===== src/rtl/cpu_defs_pkg.sv =====
// Shared definitions for the multi-cycle control unit: opcodes, ALUOp codes and FSM state encoding.
package cpu_defs;

    localparam logic [5:0] OP_RTYPE = 6'b000000;
    localparam logic [5:0] OP_LW    = 6'b100011;
    localparam logic [5:0] OP_SW    = 6'b101011;
    localparam logic [5:0] OP_BEQ   = 6'b000100;
    localparam logic [5:0] OP_ADDI  = 6'b001000;
    localparam logic [5:0] OP_J     = 6'b000010;

    localparam logic [1:0] ALUOP_ADD   = 2'b00;
    localparam logic [1:0] ALUOP_SUB   = 2'b01;
    localparam logic [1:0] ALUOP_FUNCT = 2'b10;

    typedef enum logic [2:0] {
        ST_FETCH,
        ST_DECODE,
        ST_EXEC,
        ST_MEM,
        ST_WB,
        ST_ILLEGAL
    } state_t;

endpackage


===== src/rtl/cpu_ctrl_decode.sv =====
// Opcode decoder: produces the per-class CPU_EU control bundle and instruction class flags.
module cpu_ctrl_decode
    import cpu_defs::*;
(
    input  logic [5:0] opcode_i,
    output logic       reg_dst_o,
    output logic       alu_src_o,
    output logic [1:0] alu_op_o,
    output logic       mem_to_reg_o,
    output logic       is_mem_o,
    output logic       is_store_o,
    output logic       is_branch_o,
    output logic       is_jump_o,
    output logic       illegal_o
);

    always_comb begin
        reg_dst_o    = 1'b0;
        alu_src_o    = 1'b0;
        alu_op_o     = ALUOP_ADD;
        mem_to_reg_o = 1'b0;
        is_mem_o     = 1'b0;
        is_store_o   = 1'b0;
        is_branch_o  = 1'b0;
        is_jump_o    = 1'b0;
        illegal_o    = 1'b0;
        case (opcode_i)
            OP_RTYPE: begin
                reg_dst_o = 1'b1;
                alu_op_o  = ALUOP_FUNCT;
            end
            OP_LW: begin
                alu_src_o    = 1'b1;
                mem_to_reg_o = 1'b1;
                is_mem_o     = 1'b1;
            end
            OP_SW: begin
                alu_src_o  = 1'b1;
                is_mem_o   = 1'b1;
                is_store_o = 1'b1;
            end
            OP_BEQ: begin
                alu_op_o    = ALUOP_SUB;
                is_branch_o = 1'b1;
            end
            OP_ADDI: alu_src_o = 1'b1;
            OP_J:    is_jump_o = 1'b1;
            default: illegal_o = 1'b1;
        endcase
    end

endmodule


===== src/rtl/cpu_control_unit.sv =====
// Multi-cycle control unit: owns PC/IR, sequences FETCH-DECODE-EXEC-MEM-WB and drives CPU_EU controls.
module cpu_control_unit
    import cpu_defs::*;
#(
    parameter logic [31:0] RESET_PC = 32'h0000_0000
) (
    input  logic        clk,
    input  logic        reset,
    output logic [31:0] Instr_Address,
    input  logic [31:0] Instr_Data,
    output logic [25:0] Instruction,
    output logic        RegDst,
    output logic        ALUSrc,
    output logic [1:0]  ALUOp,
    output logic        RegWrite,
    output logic        MemtoReg,
    input  logic        Zero,
    input  logic [31:0] SEImm,
    output logic        MemRead,
    output logic        MemWrite,
    input  logic        Mem_Ready,
    output logic [31:0] PC,
    output logic        Illegal
);

    state_t      state_q, state_d;
    logic [31:0] pc_q, pc_d;
    logic [31:0] ir_q, ir_d;
    logic        illegal_q, illegal_d;
    logic        ctrl_active;

    logic       dec_reg_dst, dec_alu_src, dec_mem_to_reg;
    logic [1:0] dec_alu_op;
    logic       dec_is_mem, dec_is_store, dec_is_branch, dec_is_jump, dec_illegal;

    logic [31:0] pc_plus4;
    logic [31:0] branch_target;
    logic [31:0] jump_target;

    cpu_ctrl_decode u_decode (
        .opcode_i     (ir_q[31:26]),
        .reg_dst_o    (dec_reg_dst),
        .alu_src_o    (dec_alu_src),
        .alu_op_o     (dec_alu_op),
        .mem_to_reg_o (dec_mem_to_reg),
        .is_mem_o     (dec_is_mem),
        .is_store_o   (dec_is_store),
        .is_branch_o  (dec_is_branch),
        .is_jump_o    (dec_is_jump),
        .illegal_o    (dec_illegal)
    );

    // Shifting the full 32-bit SEImm drops its top two bits, matching SEImm[29:0]<<2.
    assign pc_plus4      = pc_q + 32'd4;
    assign branch_target = pc_plus4 + (SEImm << 2);
    assign jump_target   = {pc_plus4[31:28], ir_q[25:0], 2'b00};

    always_comb begin
        state_d     = state_q;
        pc_d        = pc_q;
        ir_d        = ir_q;
        illegal_d   = illegal_q;
        ctrl_active = 1'b0;
        RegWrite    = 1'b0;
        MemRead     = 1'b0;
        MemWrite    = 1'b0;
        case (state_q)
            ST_FETCH: begin
                ir_d    = Instr_Data;
                state_d = ST_DECODE;
            end
            ST_DECODE: begin
                if (dec_illegal) begin
                    illegal_d = 1'b1;
                    state_d   = ST_ILLEGAL;
                end else if (dec_is_jump) begin
                    pc_d    = jump_target;
                    state_d = ST_FETCH;
                end else begin
                    state_d = ST_EXEC;
                end
            end
            ST_EXEC: begin
                ctrl_active = 1'b1;
                if (dec_is_branch) begin
                    pc_d    = Zero ? branch_target : pc_plus4;
                    state_d = ST_FETCH;
                end else if (dec_is_mem) begin
                    state_d = ST_MEM;
                end else begin
                    state_d = ST_WB;
                end
            end
            ST_MEM: begin
                ctrl_active = 1'b1;
                MemRead     = ~dec_is_store;
                MemWrite    = dec_is_store;
                if (Mem_Ready) begin
                    if (dec_is_store) begin
                        pc_d    = pc_plus4;
                        state_d = ST_FETCH;
                    end else begin
                        state_d = ST_WB;
                    end
                end
            end
            ST_WB: begin
                ctrl_active = 1'b1;
                RegWrite    = 1'b1;
                pc_d        = pc_plus4;
                state_d     = ST_FETCH;
            end
            ST_ILLEGAL: state_d = ST_ILLEGAL;
            default:    state_d = ST_FETCH;
        endcase
    end

    always_ff @(posedge clk) begin
        if (reset) begin
            state_q   <= ST_FETCH;
            pc_q      <= RESET_PC;
            ir_q      <= 32'd0;
            illegal_q <= 1'b0;
        end else begin
            state_q   <= state_d;
            pc_q      <= pc_d;
            ir_q      <= ir_d;
            illegal_q <= illegal_d;
        end
    end

    // The bundle is gated so it reads 0 in FETCH/DECODE/ILLEGAL and holds steady from EXEC on.
    assign RegDst        = ctrl_active & dec_reg_dst;
    assign ALUSrc        = ctrl_active & dec_alu_src;
    assign ALUOp         = ctrl_active ? dec_alu_op : ALUOP_ADD;
    assign MemtoReg      = ctrl_active & dec_mem_to_reg;
    assign Instruction   = ir_q[25:0];
    assign Instr_Address = pc_q;
    assign PC            = pc_q;
    assign Illegal       = illegal_q;

endmodule


===== config.mk =====
export PLATFORM = sky130hd
export DESIGN_NAME = cpu_control_unit
export DESIGN_NICKNAME = d
export VERILOG_FILES = /design/src/rtl/cpu_defs_pkg.sv /design/src/rtl/cpu_ctrl_decode.sv /design/src/rtl/cpu_control_unit.sv
export SDC_FILE = /design/constraint.sdc
export NUM_CORES = 1
export LEC_CHECK = 0
export CAP_MARGIN = 20
export CORE_AREA = 2 2 116 118
export DETAILED_ROUTE_END_ITERATION = 7
export DIE_AREA = 0 0 118 120
export HOLD_SLACK_MARGIN = 0.06
export PLACE_DENSITY = 0.82
export SETUP_SLACK_MARGIN = 0.15
export SLEW_MARGIN = 20
export SYNTH_ARGS = -nofsm -noshare
export SYNTH_HDL_FRONTEND = slang
export SYNTH_SLANG_ARGS = --single-unit

===== constraint.sdc =====
create_clock -name clk -period 3.73 [get_ports clk]
set_input_delay 0.373 -clock clk [delete_from_list [all_inputs] [get_ports clk]]
set_output_delay 0.373 -clock clk [all_outputs]
set_load 0.02 [all_outputs]

**Word level (Yosys, flattened, before mapping)**

Index checks and enable logic that the tools add are counted.

- Output and inout port bits: 99
- Bits in registers: 68

- Muxes and demuxes: 27
- Reductions and logical operators: 9
- Bitwise operators: 5
- Add/subtract/negate cells: 2
- Equality and inequality tests: 15

Operators by type and width:

| kind | count |
|---|---|
| $mux W32 | 6 |
| $pmux W32 S4 | 1 |
| $add A32 B3 Y32 const B | 1 |
| $add A32 B32 Y32 | 1 |
| $mux W3 | 5 |
| $pmux W3 S5 | 1 |
| $eq A6 B6 Y1 const B | 2 |
| $mux W1 | 11 |
| $ne A2 B2 Y1 const B | 5 |
| $eq A3 B2 Y1 const B | 2 |
| $eq A3 B3 Y1 const B | 2 |
| $eq A6 B2 Y1 const B | 1 |
| $eq A6 B3 Y1 const B | 1 |
| $eq A6 B4 Y1 const B | 1 |
| $logic_not A6 Y1 | 1 |
| $reduce_and A6 Y1 | 1 |
| $reduce_or A3 Y1 | 2 |
| $reduce_or A6 Y1 | 1 |
| $mux W2 | 2 |
| $pmux W2 S2 | 1 |
| $reduce_bool A4 Y1 | 1 |
| $and A1 B1 Y1 | 3 |
| $eq A3 B1 Y1 const B | 1 |
| $logic_not A3 Y1 | 1 |
| other kinds (3) | 4 |

**Longest topological paths before layout**

Gate-level depths: netlist of run 1.

- Depth in word-level cells: 6
- Mapped depth: 18
- Gate-level depth less buffers: 16

**Hierarchy**

From an unflattened synthesis of run 1, not the netlist that was laid out.

- Cell total of the unflattened synthesis: 765
- Area, all modules: 5791.8 um^2

By module, submodules not included:

| module | sequential area each (um^2) | cells an instance | instances | area each (um^2) |
|---|---|---|---|---|
| cpu_control_unit | 1321.3 | 745 | 1 | 5657.9 |
| cpu_ctrl_decode | 0.0 | 20 | 1 | 133.9 |

**Least setup slack after synthesis of run 1**

No wires, ideal clock.

- Path type: reg2reg
- Start: register pc_q[8], in the netlist Instr_Address[8]
- End: register pc_q[31], in the netlist Instr_Address[31]
- Cell stages (with the launch flop): 17
- Arrival: 3.818 ns
- Period minus slack after synthesis: 3.941 ns
- Setup slack: -0.211 ns
- Cells stage by stage: dfxtp_1 and4_1 and2_1 and4_1 and3_1 nand4_1 xnor2_1 ha_1 clkbuf_1 a21oi_1 o21ai_1 or3_1 o2111ai_1 a21oi_1 o311ai_1 a21bo_2 mux2_1

- Longest elaborated chain between the ends: 5
- Elaborated cells on any way between the ends: 9
- Those cells by class: add/sub: 2; mux: 7

Ends and longest elaborated chain:

| element | RTL line | text |
|---|---|---|
| start, declared | cpu_control_unit.sv:27 | `logic [31:0] pc_q, pc_d;` |
| start signal, assigned | cpu_control_unit.sv:126 | `pc_q <= pc_d;` |
| $add A32 B3 Y32 * | cpu_control_unit.sv:54 | `assign pc_plus4 = pc_q + 32'd4;` |
| $add A32 B32 Y32 | cpu_control_unit.sv:55 | `assign branch_target = pc_plus4 + (SEImm << 2);` |
| $mux W32 | cpu_control_unit.sv:86 | `pc_d = Zero ? branch_target : pc_plus4;` |
| $mux W32 | cpu_control_unit.sv:85 | `if (dec_is_branch) begin` |
| $pmux W32 S4 * | cpu_control_unit.sv:67 | `case (state_q)` |

Mark *: on every way between the ends. The rest lies on a longest branch, timed or not. The select of a mux whose other input is x is not followed.
A chain may end at the register's enable or synchronous reset.

**Final worst setup path of run 1**

- Start: register pc_q[18], in the netlist Instr_Address[18]
- End: register pc_q[31], in the netlist Instr_Address[31]

Same word-level chain as after synthesis.

==> metrics.csv, run 1 <==
stage,metric,value,unit
layout,Area growth syn-to-layout,46.79,%
global_route,number of global-route vias before repair,5853,
route,WL/cell,18.18,um
place,gpl congestion,0.9443,
route,number of iterations in the first detailed-routing pass,7,
clock_network,CTS buffer count,9,
timing,period utilisation layout,99.06,%
timing,fin crit period,3.695,ns
clock_network,"CTS clk-pin slew, worst paths",0.06,ns
floorplanning,initial core utilization,42.99,%
floorplanning,Rows,42,
timing,final setup margin,0.03523,ns
place,dpl hpwl,13790,um
synthesis,"Top FF cell, synth",dfxtp_1,
route,DR iter-0 viols,565,
floorplanning,chip height,120,um
timing,Slew HR,42.38,%
synthesis,syn_area_per_cell,7.490,um2
global_route,first-pass GRT wire length,30320,um
timing,clk_skew,0.01034,ns
layout,Fill cells,1072,
synthesis,"Seq/Total Area, Yosys",23.68,%
power,leak pwr,0.003376,uW
synthesis,number of synthesized flops with an enable pin,0,
worst_setup_path,R2R depth,15,
worst_hold_path,worst min-delay path category,reg2reg,
global_route,Global Route Usage Sum,26.78,%
worst_setup_path,WP data required,3.97,ns
place,DP Worst Slack,-0.1202,ns
clock_network,clk sinks,66,
floorplanning,die width,118,um
run_status,status,"finished, final reports clean",
route,vias per cell,5.708,
layout,Total Nets Final,1006,
timing,Fin. Hold Viols,0,
clock_network,maximum root-to-sink buffer count,2,
clock_network,CTS H-Tree Depth,3,
job,max cap viols,0,
synthesis,yosys warns,0,
worst_hold_path,hold depth,2,
synthesis,synthesized area,5580,um2
layout,share of layout cells above drive strength 1,20.51,%
layout,Ant. Diodes,0,
worst_setup_path,Critical Path AT,3.94,ns
global_route,initial antenna violation count,0,
place,input/output buffers,160,
route,# DRC,0,
synthesis,Netlist cell types,73,
timing,max-slew violation count,0,
worst_setup_path,Worst Setup Path Type,reg2reg,
floorplanning,die area,14160,um2
power,highest ir drop seen on vdd,0.3603,mV
worst_setup_path,Crit. End Element,flip-flop,
worst_setup_path,Max Fanout on Critical Path,6,
timing,RSZ-0062 raised after global routing,true,
power,Pwr per Cell Area,671.5,nW/um2
timing,setup_tns,0,ns
timing,Fmax,270.7,MHz
global_route,largest net degree at the start of global routing,43,
worst_setup_path,Worst Setup Start Kind,flip-flop,
clock_network,CTS tree,yes,
synthesis,Seq cells post-synth,66,
clock_network,"Clk Latency, worst-skew pair",0.35,ns
timing,worst-margin pin slew,0.8622,ns
route,Total Wirelength,19690,um
route,"antenna viol nets, final",0,
route,total number of vias,6182,
synthesis,Cells after Synth,745,
timing,# setup viols final,0,
synthesis,asr flop ratio synth,0,%
clock_network,Clock Tree Root,clkbuf_16,
global_route,global route total overflow,0,
floorplanning,I/O Pins,167,
clock_network,Post-CTS Hold Buffers,0,
floorplanning,CORE AREA,12980,um2
cells in the final DEF, fill, tap and decap left out, types with 11 or more instances in the layout:
| cell type | count |
|---|---|
| xnor2_1 | 25 |
| nand2_1 | 102 |
| buf_4 | 83 |
| and3_1 | 12 |
| clkdlybuf4s50_1 | 157 |
| o21ai_0 | 14 |
| ha_1 | 28 |
| a21oi_1 | 66 |
| nor3_1 | 21 |
| nand3_1 | 19 |
| a211oi_1 | 15 |
| xor2_1 | 11 |
| inv_1 | 15 |
| dfxtp_1 | 54 |
| nor2_1 | 61 |
| a221o_1 | 12 |
through the flow:
step	power [uW]	hold slack, ns	util [%]	area (um2)	cells
3_3_place_gp	4185	0.4612	56.52	7336	1050
4_1_cts	5331	0.4712	60.71	7880	1072
5_1_grt	5832	0.5043	63.11	8192	1083
2_1_floorplan	3344	0.4493	-	5668	748
6_report	5501	0.4748	63.11	8192	1083
3_5_place_dp	4291	0.4637	56.73	7363	1051
cells in the mapped netlist (5+ instances only):
cell | instances | area [um2]
inv_1 | 15 | 56.30
a222oi_1 | 7 | 70.07
nand2b_1 | 6 | 37.54
nor3_1 | 23 | 115.1
nand4_1 | 8 | 50.05
nor2_1 | 66 | 247.7
a21oi_1 | 77 | 385.4
xnor2_1 | 34 | 297.8
nand2_1 | 104 | 390.4
buf_4 | 63 | 473.0
ha_1 | 35 | 437.9
and3_1 | 16 | 100.1
o21bai_1 | 6 | 45.04
dfxtp_1 | 66 | 1321
a21o_1 | 10 | 75.07
nand3_1 | 20 | 100.1
a31oi_1 | 7 | 43.79
a22oi_1 | 5 | 37.54
a221o_1 | 12 | 120.1
xor2_1 | 14 | 122.6
o21ai_0 | 18 | 90.09
clkbuf_1 | 27 | 101.4
a211oi_1 | 16 | 120.1
a221oi_1 | 7 | 61.31
metal layers:
layer	track usage (%)	part of all wire, %	vias up
met5	0	0	-
met4	9.187	1.9	0
met3	4.705	9.0	43
met2	44.08	47	329
met1	35.43	42	2873
li1	-	-	2937
cell type report:
class / count / area, um2 / share of cell area (%)
well taps: 176 / 220.2 / 2.688
clock inverters: 4 / 73.82 / 0.9012
clock buffers: 12 / 256.5 / 3.131
inverters: 15 / 56.30 / 0.6873
multi-input cells: 566 / 3984 / 48.63
flip-flops and latches: 66 / 1349 / 16.47
repair buffers: 244 / 2252 / 27.49
final timing paths:
check | start | to | slack (ns)
worst max register to register | Instr_Address[18] | Instr_Address[31] | 0.04
worst max-delay path | Instr_Address[18] | Instr_Address[31] | 0.04
worst min-delay path | ir_q[13] | ir_q[13] | 0.47
worst min register to register | ir_q[13] | ir_q[13] | 0.47
cells by family (layout without fill, tap and decap cells):
family | after synthesis | in the layout | synth area share, %
multiplexers | 4 | 4 | 0.7623
XOR/XNOR | 48 | 48 | 7.534
flip-flops | 66 | 66 | 23.68
buffers and inverters | 116 | 275 | 12.53
AO/OA/AOI/OAI | 201 | 201 | 24.42
other | 1 | 4 | 0.06720
adder cells (fa/ha/maj) | 36 | 36 | 8.206
AND/OR/NAND/NOR | 273 | 273 | 22.80
power breakdown:
part           total [uW]  internal, uW  switching (uW)  leakage, uW
registers            1170           920             253     0.000549
logic                3350          1460            1890      0.00267
clock network         974           623             351     0.000159
registers in the layout, indices dropped and copies added, names as in the netlist:
name	cells
Instr_Address	30
ir_q	32
Illegal	1
state_q	3
worst max-delay path: stages, from the launching register on:
cell and delay (ns):
dfxtp_2 0.40, and4_2 0.30, nand4_1 0.17, nor2_2 0.22, and3_4 0.26, nand3_1 0.13
xnor2_2 0.29, ha_4 0.26, a21oi_1 0.12, o21ai_1 0.12, a41o_1 0.24, a21oi_2 0.22
a21oi_2 0.09, o311ai_1 0.22, a21bo_2 0.26, mux2_4 0.29
what timing repair did:
| item | 4_1_cts | 5_1_grt |
|---|---|---|
| gates resized for setup | 26 | 47 |
| setup endpoints to repair | 5 | 11 |
| pin swaps | 19 | 32 |
| setup buffers | 5 | 11 |
Note: power is estimated with default switching activity, not from simulation.
==> inputs of run 2 (changes only) <==
Clock period 3.73 ns to 3.1 ns, I/O delays scaled along.
==> run 2 against run 1 <==
Net effect:
- the flow now finishes with violations (negative setup slack)
- die area did not move
- core utilization is 10 points higher
- clock power up 6%
- fmax shrank 4.4%
- combinational power grew 53%
- non-clock buffer count grew 110
- sequential power up 17%
- cell count up 10%
- sequential cell count stayed put
- critical endpoint unchanged
- highest routed layer unchanged
==> metrics.csv, run 2 (same netlist as run 1, synthesis figures left out) <==
stage,metric,value,unit,change
run_status,status,finished with violations,,
run_status,violated checks,negative setup slack,,
route,# DRC,0,,unchanged
route,WL/cell,22.49,um,+24%
clock_network,Clock Tree Root,clkbuf_16,,
worst_setup_path,CP peak stage delay,0.40,ns,about the same
timing,max-slew violation count,0,,unchanged
layout,most frequent cells in the layout,"181 x buf_4, 153 x clkdlybuf4s50_1, 96 x nand2_1",,
timing,# setup viols final,15,,+15
timing,Slew HR,26.33,%,-16 points
timing,Fin. Hold Viols,0,,unchanged
floorplanning,die width,118,um,unchanged
route,DR iter-0 viols,1120,,+98%
floorplanning,chip height,120,um,unchanged
timing,hold_ws,0.4734,ns,-0.001365 ns
layout,Reg with most FFs,ir_q,,
global_route,Global Route Usage Sum,30.91,%,+4.1 points
clock_network,CTS buffer count,9,,unchanged
worst_setup_path,Worst Setup Start Kind,flip-flop,,
layout,share of layout cells above drive strength 1,36.09,%,+16 points
layout,"commonest non-fill, non-tap cell in the layout",buf_4,,
power,leak pwr,0.004083,uW,+21%
place,input/output buffers,160,,unchanged
floorplanning,Rows,42,,unchanged
floorplanning,die area,14160,um2,unchanged
worst_setup_path,"Cell Chain, Critical Path",and4_1 -> nand4_1 -> nor2_2 -> and3_2 -> xor2_1 -> ha_1 -> o21ai_1 -> a21oi_2 -> a41o_1 -> a21oi_2 -> and3_4 -> buf_4 -> nor3_2 -> a21bo_2 -> mux2_4,,
worst_setup_path,CP top delay family,simple AND/OR/NAND/NOR gates,,
power,highest ir drop seen on vdd,0.4993,mV,+39%
layout,Ant. Diodes,0,,unchanged
timing,period utilisation layout,124.6,%,+26 points
route,met2 WL,12200,um,+31%
timing,fin crit period,3.864,ns,+0.1691 ns
route,Total Wirelength,26840,um,+36%
worst_setup_path,Slowest cell on crit path,xor2_1,,
route,total number of vias,7344,,+19%
worst_setup_path,Crit. End Element,flip-flop,,
place,gpl congestion,1.004,,+6.3%
clock_network,Post-CTS Hold Buffers,0,,unchanged
worst_setup_path,Worst Setup Path Type,reg2reg,,
clock_network,CTS H-Tree Depth,3,,unchanged
route,vias per cell,6.156,,+7.8%
layout,final cell count without fillers,1193,,+10%
worst_setup_path,worst path bufs/invs,1,,+1
floorplanning,initial core utilization,42.99,%,unchanged
layout,Total Nets Final,1116,,+11%
route,WL met1,9551,um,+16%
worst_setup_path,WP data required,3.34,ns,-0.63 ns
clock_network,"CTS clk-pin slew, worst paths",0.07,ns,about the same
global_route,global route total overflow,0,,unchanged
clock_network,maximum root-to-sink buffer count,2,,unchanged
worst_setup_path,Critical Path AT,4.10,ns,+0.16 ns
job,max cap viols,0,,unchanged
global_route,first-pass GRT wire length,34710,um,+14%
clock_network,CTS tree,yes,,
layout,max FFs per register,32,,unchanged
timing,final setup margin,-0.7639,ns,-0.7991 ns
route,"antenna viol nets, final",0,,unchanged
timing,RSZ-0062 raised after global routing,true,,
layout,Fill cells,843,,-21%
layout,Area growth syn-to-layout,70.49,%,
global_route,number of global-route vias before repair,6727,,+15%
timing,worst-margin pin slew,1.105,ns,+0.2428 ns
layout,post-layout util,73.30,%,+10 points
route,Top Layer Used,met4,,
route,WL met3,3091,um,+75%
worst_setup_path,Max Fanout on Critical Path,4,,-2
worst_setup_path,"most used cell, CP",a21oi_2,,
route,number of iterations in the first detailed-routing pass,7,,unchanged
timing,Fmax,258.8,MHz,-4.4%
floorplanning,I/O Pins,167,,unchanged
clock_network,clk sinks,66,,unchanged
worst_setup_path,worst reg2reg setup slack,-0.76,ns,-0.80 ns
clock_network,"Clk Latency, worst-skew pair",0.35,ns,about the same
place,DP Worst Slack,-0.6600,ns,-0.5398 ns
layout,post-route cell area,9514,um2,+16%
place,dpl hpwl,15290,um,+11%
floorplanning,CORE AREA,12980,um2,unchanged
power,Pwr per Cell Area,790.3,nW/um2,+18%
global_route,largest net degree at the start of global routing,54,,+26%
place,Placement Cell Area,8033,um2,+9.1%
worst_hold_path,worst min-delay path category,reg2reg,,
timing,clk_skew,0.01269,ns,+0.002350 ns
global_route,initial antenna violation count,0,,unchanged
place,DP Cell Count,1137,,+8.2%
## run 2: worst paths after layout
check                                       start                end  cells past startpoint
worst max-delay path            Instr_Address[19]  Instr_Address[31]                     15
worst max register to register  Instr_Address[19]  Instr_Address[31]                     15
worst min register to register           ir_q[27]           ir_q[27]                      2
worst min-delay path                     ir_q[27]           ir_q[27]                      2
## run 2: worst reg2reg max path: stages, from the launching register on
cell     delay (ns)
dfxtp_2        0.32
and4_1         0.21
nand4_1        0.21
nor2_2         0.21
and3_2         0.27
xor2_1         0.40
ha_1           0.36
o21ai_1        0.30
a21oi_2        0.09
a41o_1         0.28
a21oi_2        0.22
and3_4         0.23
buf_4          0.11
nor3_2         0.04
a21bo_2        0.22
mux2_4         0.30
## run 2: cell type report
| class | count | area [um2] | area share, % |
|---|---|---|---|
| flip-flops and latches | 66 | 1365 | 14.35 |
| multi-input cells | 566 | 4493 | 47.23 |
| clock inverters | 5 | 36.28 | 0.3814 |
| well taps | 176 | 220.2 | 2.315 |
| clock buffers | 11 | 252.7 | 2.656 |
| inverters | 15 | 56.30 | 0.5918 |
| repair buffers | 354 | 3090 | 32.48 |
## run 2: through the flow
stage / setup TNS [ns] / power (uW)
2_1_floorplan: -1.656 / 4037
3_5_place_dp: -4.964 / 5494
4_1_cts: -2.797 / 6782
3_3_place_gp: -3.873 / 5406
6_report: -6.347 / 7519
5_1_grt: -7.602 / 7828
## run 2: layer usage
metal  up-vias  global-route usage, %
met5         -                      0
met3       186                  7.224
met1      3388                  37.30
met4         0                  14.38
met2       625                  52.11
li1       3145                      -
## run 2: power breakdown
part           switching, uW  total [uW]  internal [uW]
combinational           2870        5120           2250
sequential               262        1370           1110
clock                    441        1030            589
## run 2: repair_timing
action                                 in CTS  in global routing
resized for setup                         103                 89
setup endpoints to repair                  28                 27
pin swaps                                  64                 62
setup buffers                              17                 23
endpoints found under the hold margin       0                  0
==> inputs of run 3 (changes only) <==
Settings changed: CORE_AREA 2 2 116 118 to 2 2 118 120, DIE_AREA 0 0 118 120 to 0 0 120 122, SYNTH_HIERARCHICAL from default to 1.
==> run 3 against run 2 <==
Net effect:
- the run still ends with negative setup slack left
- die area grew 3.4%
- non-clock buffer count shrank 6
- count of clock-buffer cells in the layout shrank 1
- cell area shrank 3.0%
- largest cell class unchanged
==> metrics.csv, run 3 <==
stage,metric,value,unit,change
run_status,status,finished with violations,,
synthesis,syn_area_per_cell,7.571,um2,+1.1%
route,vias per cell,5.769,,-6.3%
timing,worst-margin pin slew,0.7152,ns,-0.3899 ns
worst_setup_path,"Cell Chain, Critical Path",ha_4 -> and4_4 -> and3_4 -> and3_4 -> nand4_1 -> xnor2_2 -> ha_1 -> buf_4 -> nand4_1 -> nor2b_1 -> a311oi_2 -> a31o_2 -> and3_4 -> nor3_2 -> mux2i_1 -> mux2_1,,
global_route,initial antenna violation count,0,,unchanged
timing,clk_skew,0.01122,ns,-0.001475 ns
worst_setup_path,Critical Path AT,3.92,ns,-0.18 ns
power,Pwr per Cell Area,928.6,nW/um2,+17%
floorplanning,I/O Pins,167,,unchanged
worst_setup_path,"most used cell, CP",and3_4,,
route,# DRC,0,,unchanged
place,Placement Cell Area,8269,um2,+2.9%
worst_setup_path,Slowest cell on crit path,dfxtp_4,,
power,leak pwr,0.003951,uW,-3.2%
route,"antenna viol nets, final",0,,unchanged
clock_network,CTS H-Tree Depth,3,,unchanged
clock_network,"Clk Latency, worst-skew pair",0.35,ns,about the same
floorplanning,die area,14640,um2,+3.4%
layout,post-layout util,68.35,%,-4.9 points
layout,"commonest non-fill, non-tap cell in the layout",buf_4,,
timing,Slew HR,52.32,%,+26 points
clock_network,Post-CTS Hold Buffers,0,,unchanged
route,total number of vias,6975,,-5.0%
place,input/output buffers,160,,unchanged
layout,Ant. Diodes,0,,unchanged
route,Total Wirelength,22110,um,-18%
timing,# setup viols final,15,,unchanged
floorplanning,CORE AREA,13500,um2,+4.0%
job,max cap viols,0,,unchanged
synthesis,"Seq/Total Area, Yosys",22.81,%,-0.86 points
worst_setup_path,Worst Setup Start Kind,flip-flop,,
synthesis,"Top FF cell, synth",dfxtp_1,,
clock_network,clk sinks,66,,unchanged
worst_setup_path,worst path bufs/invs,1,,unchanged
clock_network,CTS buffer count,9,,unchanged
synthesis,Synth area leaders,"dfxtp_1 23%, buf_4 7.9%, ha_1 7.6%",,
layout,Area growth syn-to-layout,59.36,%,
clock_network,maximum root-to-sink buffer count,2,,unchanged
global_route,first-pass GRT wire length,32690,um,-5.8%
route,WL/cell,18.29,um,-19%
clock_network,Clock Tree Root,clkbuf_16,,
global_route,Global Route Usage Sum,27.98,%,-2.9 points
layout,max FFs per register,32,,unchanged
route,number of iterations in the first detailed-routing pass,7,,unchanged
layout,share of layout cells above drive strength 1,29.83,%,-6.3 points
timing,Fin. Hold Viols,0,,unchanged
synthesis,Synth top cells by count,"106 x nand2_1, 76 x a21oi_1, 66 x dfxtp_1, 66 x nor2_1, 61 x buf_4",,
timing,hold_ws,0.4775,ns,+0.004088 ns
worst_setup_path,Crit. End Element,flip-flop,,
place,DP Cell Count,1164,,+2.4%
global_route,number of global-route vias before repair,6601,,-1.9%
floorplanning,Rows,43,,+2.4%
layout,most frequent cells in the layout,"176 x buf_4, 159 x clkdlybuf4s50_1, 103 x nand2_1",,
worst_setup_path,WP data required,3.34,ns,about the same
place,dpl hpwl,14630,um,-4.3%
synthesis,Synth area leader,dfxtp_1,,
clock_network,"CTS clk-pin slew, worst paths",0.06,ns,about the same
clock_network,CTS tree,yes,,
worst_hold_path,worst min-delay path category,reg2reg,,
global_route,largest net degree at the start of global routing,35,,-35%
worst_setup_path,Worst Setup Path Type,reg2reg,,
worst_setup_path,CP top delay family,simple AND/OR/NAND/NOR gates,,
synthesis,number of synthesized flops with an enable pin,0,,unchanged
synthesis,area share of the largest cell type after synthesis,22.81,%,-0.86 points
layout,Total Nets Final,1128,,+1.1%
synthesis,Netlist cell types,76,,+4.1%
layout,post-route cell area,9230,um2,-3.0%
synthesis,top-count cell post-synth,nand2_1,,
synthesis,synthesized area,5792,um2,+3.8%
synthesis,Seq cells post-synth,66,,unchanged
synthesis,yosys warns,6,,+6
layout,final cell count without fillers,1209,,+1.3%
run_status,violated checks,negative setup slack,,
layout,Reg with most FFs,ir_q,,
route,DR iter-0 viols,687,,-39%
floorplanning,initial core utilization,42.89,%,-0.10 points
synthesis,asr flop ratio synth,0,%,unchanged
worst_setup_path,Max Fanout on Critical Path,4,,unchanged
timing,Fmax,271.8,MHz,+5.0%
timing,fin crit period,3.680,ns,-0.1842 ns
layout,Fill cells,1007,,+19%
synthesis,Cells after Synth,765,,+2.7%
timing,RSZ-0062 raised after global routing,true,,
worst_setup_path,CP peak stage delay,0.37,ns,-0.03 ns
floorplanning,die width,120,um,+1.7%
timing,max-slew violation count,0,,unchanged
timing,period utilisation layout,118.7,%,-5.9 points
floorplanning,chip height,122,um,+1.7%
timing,final setup margin,-0.5796,ns,+0.1842 ns
global_route,global route total overflow,0,,unchanged
power,highest ir drop seen on vdd,0.6380,mV,+28%
place,gpl congestion,0.9826,,-2.1%
-- run 3: tightest hold or removal path, stage by stage, from the launching register on --
cell	delay (ns)
dfxtp_1	0.32
nand2_1	0.05
a21oi_1	0.06
-- run 3: cells by family (layout without fill, tap and decap cells) --
group                    after synthesis  count (layout)  synth area share (%)
AND/OR/NAND/NOR                      295             295                 24.65
AO/OA/AOI/OAI                        200             200                 24.13
multiplexers                           3               3                0.5401
XOR/XNOR                              48              48                 7.259
flip-flops                            66              66                 22.81
adder cells (fa/ha/maj)               36              36                 7.907
other                                  1               4               0.06475
buffers and inverters                116             377                 12.64
-- run 3: worst paths after layout --
path	startpoint	slack (ns)	endpoint	cells past startpoint
setup / recovery	Instr_Address[3]	-0.58	Instr_Address[31]	16
setup reg to reg	Instr_Address[3]	-0.58	Instr_Address[31]	16
hold reg to reg	ir_q[4]	0.48	ir_q[4]	2
hold / removal	ir_q[4]	0.48	ir_q[4]	2
-- run 3: layout make-up --
type	instances	area, um2	area share [%]
flip-flops and latches	66	1356	14.69
inverters	13	48.80	0.5287
clock inverters	6	65.06	0.7049
repair buffers	348	3062	33.17
multi-input cells	586	4234	45.87
well taps	180	225.2	2.440
clock buffers	10	239.0	2.589
-- run 3: power by group --
part | internal [uW] | switching [uW] | total (uW) | leakage (uW)
Clock | 646 | 432 | 1080 | 0.000149
Combinational | 2800 | 3190 | 5990 | 0.00325
Sequential | 1170 | 335 | 1500 | 0.000549
Total | 4620 | 3960 | 8570 | 0.00395
-- run 3: timing repair --
action / CTS / global route
resized for setup: 43 / 49
cloned: 0 / 0
buffers inserted: 17 / 12
endpoints found under the setup margin: 19 / 23
pin swaps: 38 / 38
-- run 3: metrics by stage --
| stage | power, uW | setup slack, ns | TNS (ns) |
|---|---|---|---|
| global route | 9027 | -0.6973 | -6.597 |
| global placement | 6664 | -0.4770 | -2.294 |
| CTS | 8104 | -0.4489 | -2.890 |
| finish | 8571 | -0.5796 | -4.093 |
| floorplan | 4730 | -0.5033 | -1.001 |
| detailed placement | 6774 | -0.6204 | -2.930 |
-- run 3: metal layers --
metal | part of all wire [%] | track usage (%)
met4 | 3.7 | 12.21
met2 | 48 | 47.30
met1 | 39 | 34.16
met5 | 0 | 0
met3 | 8.9 | 6.180
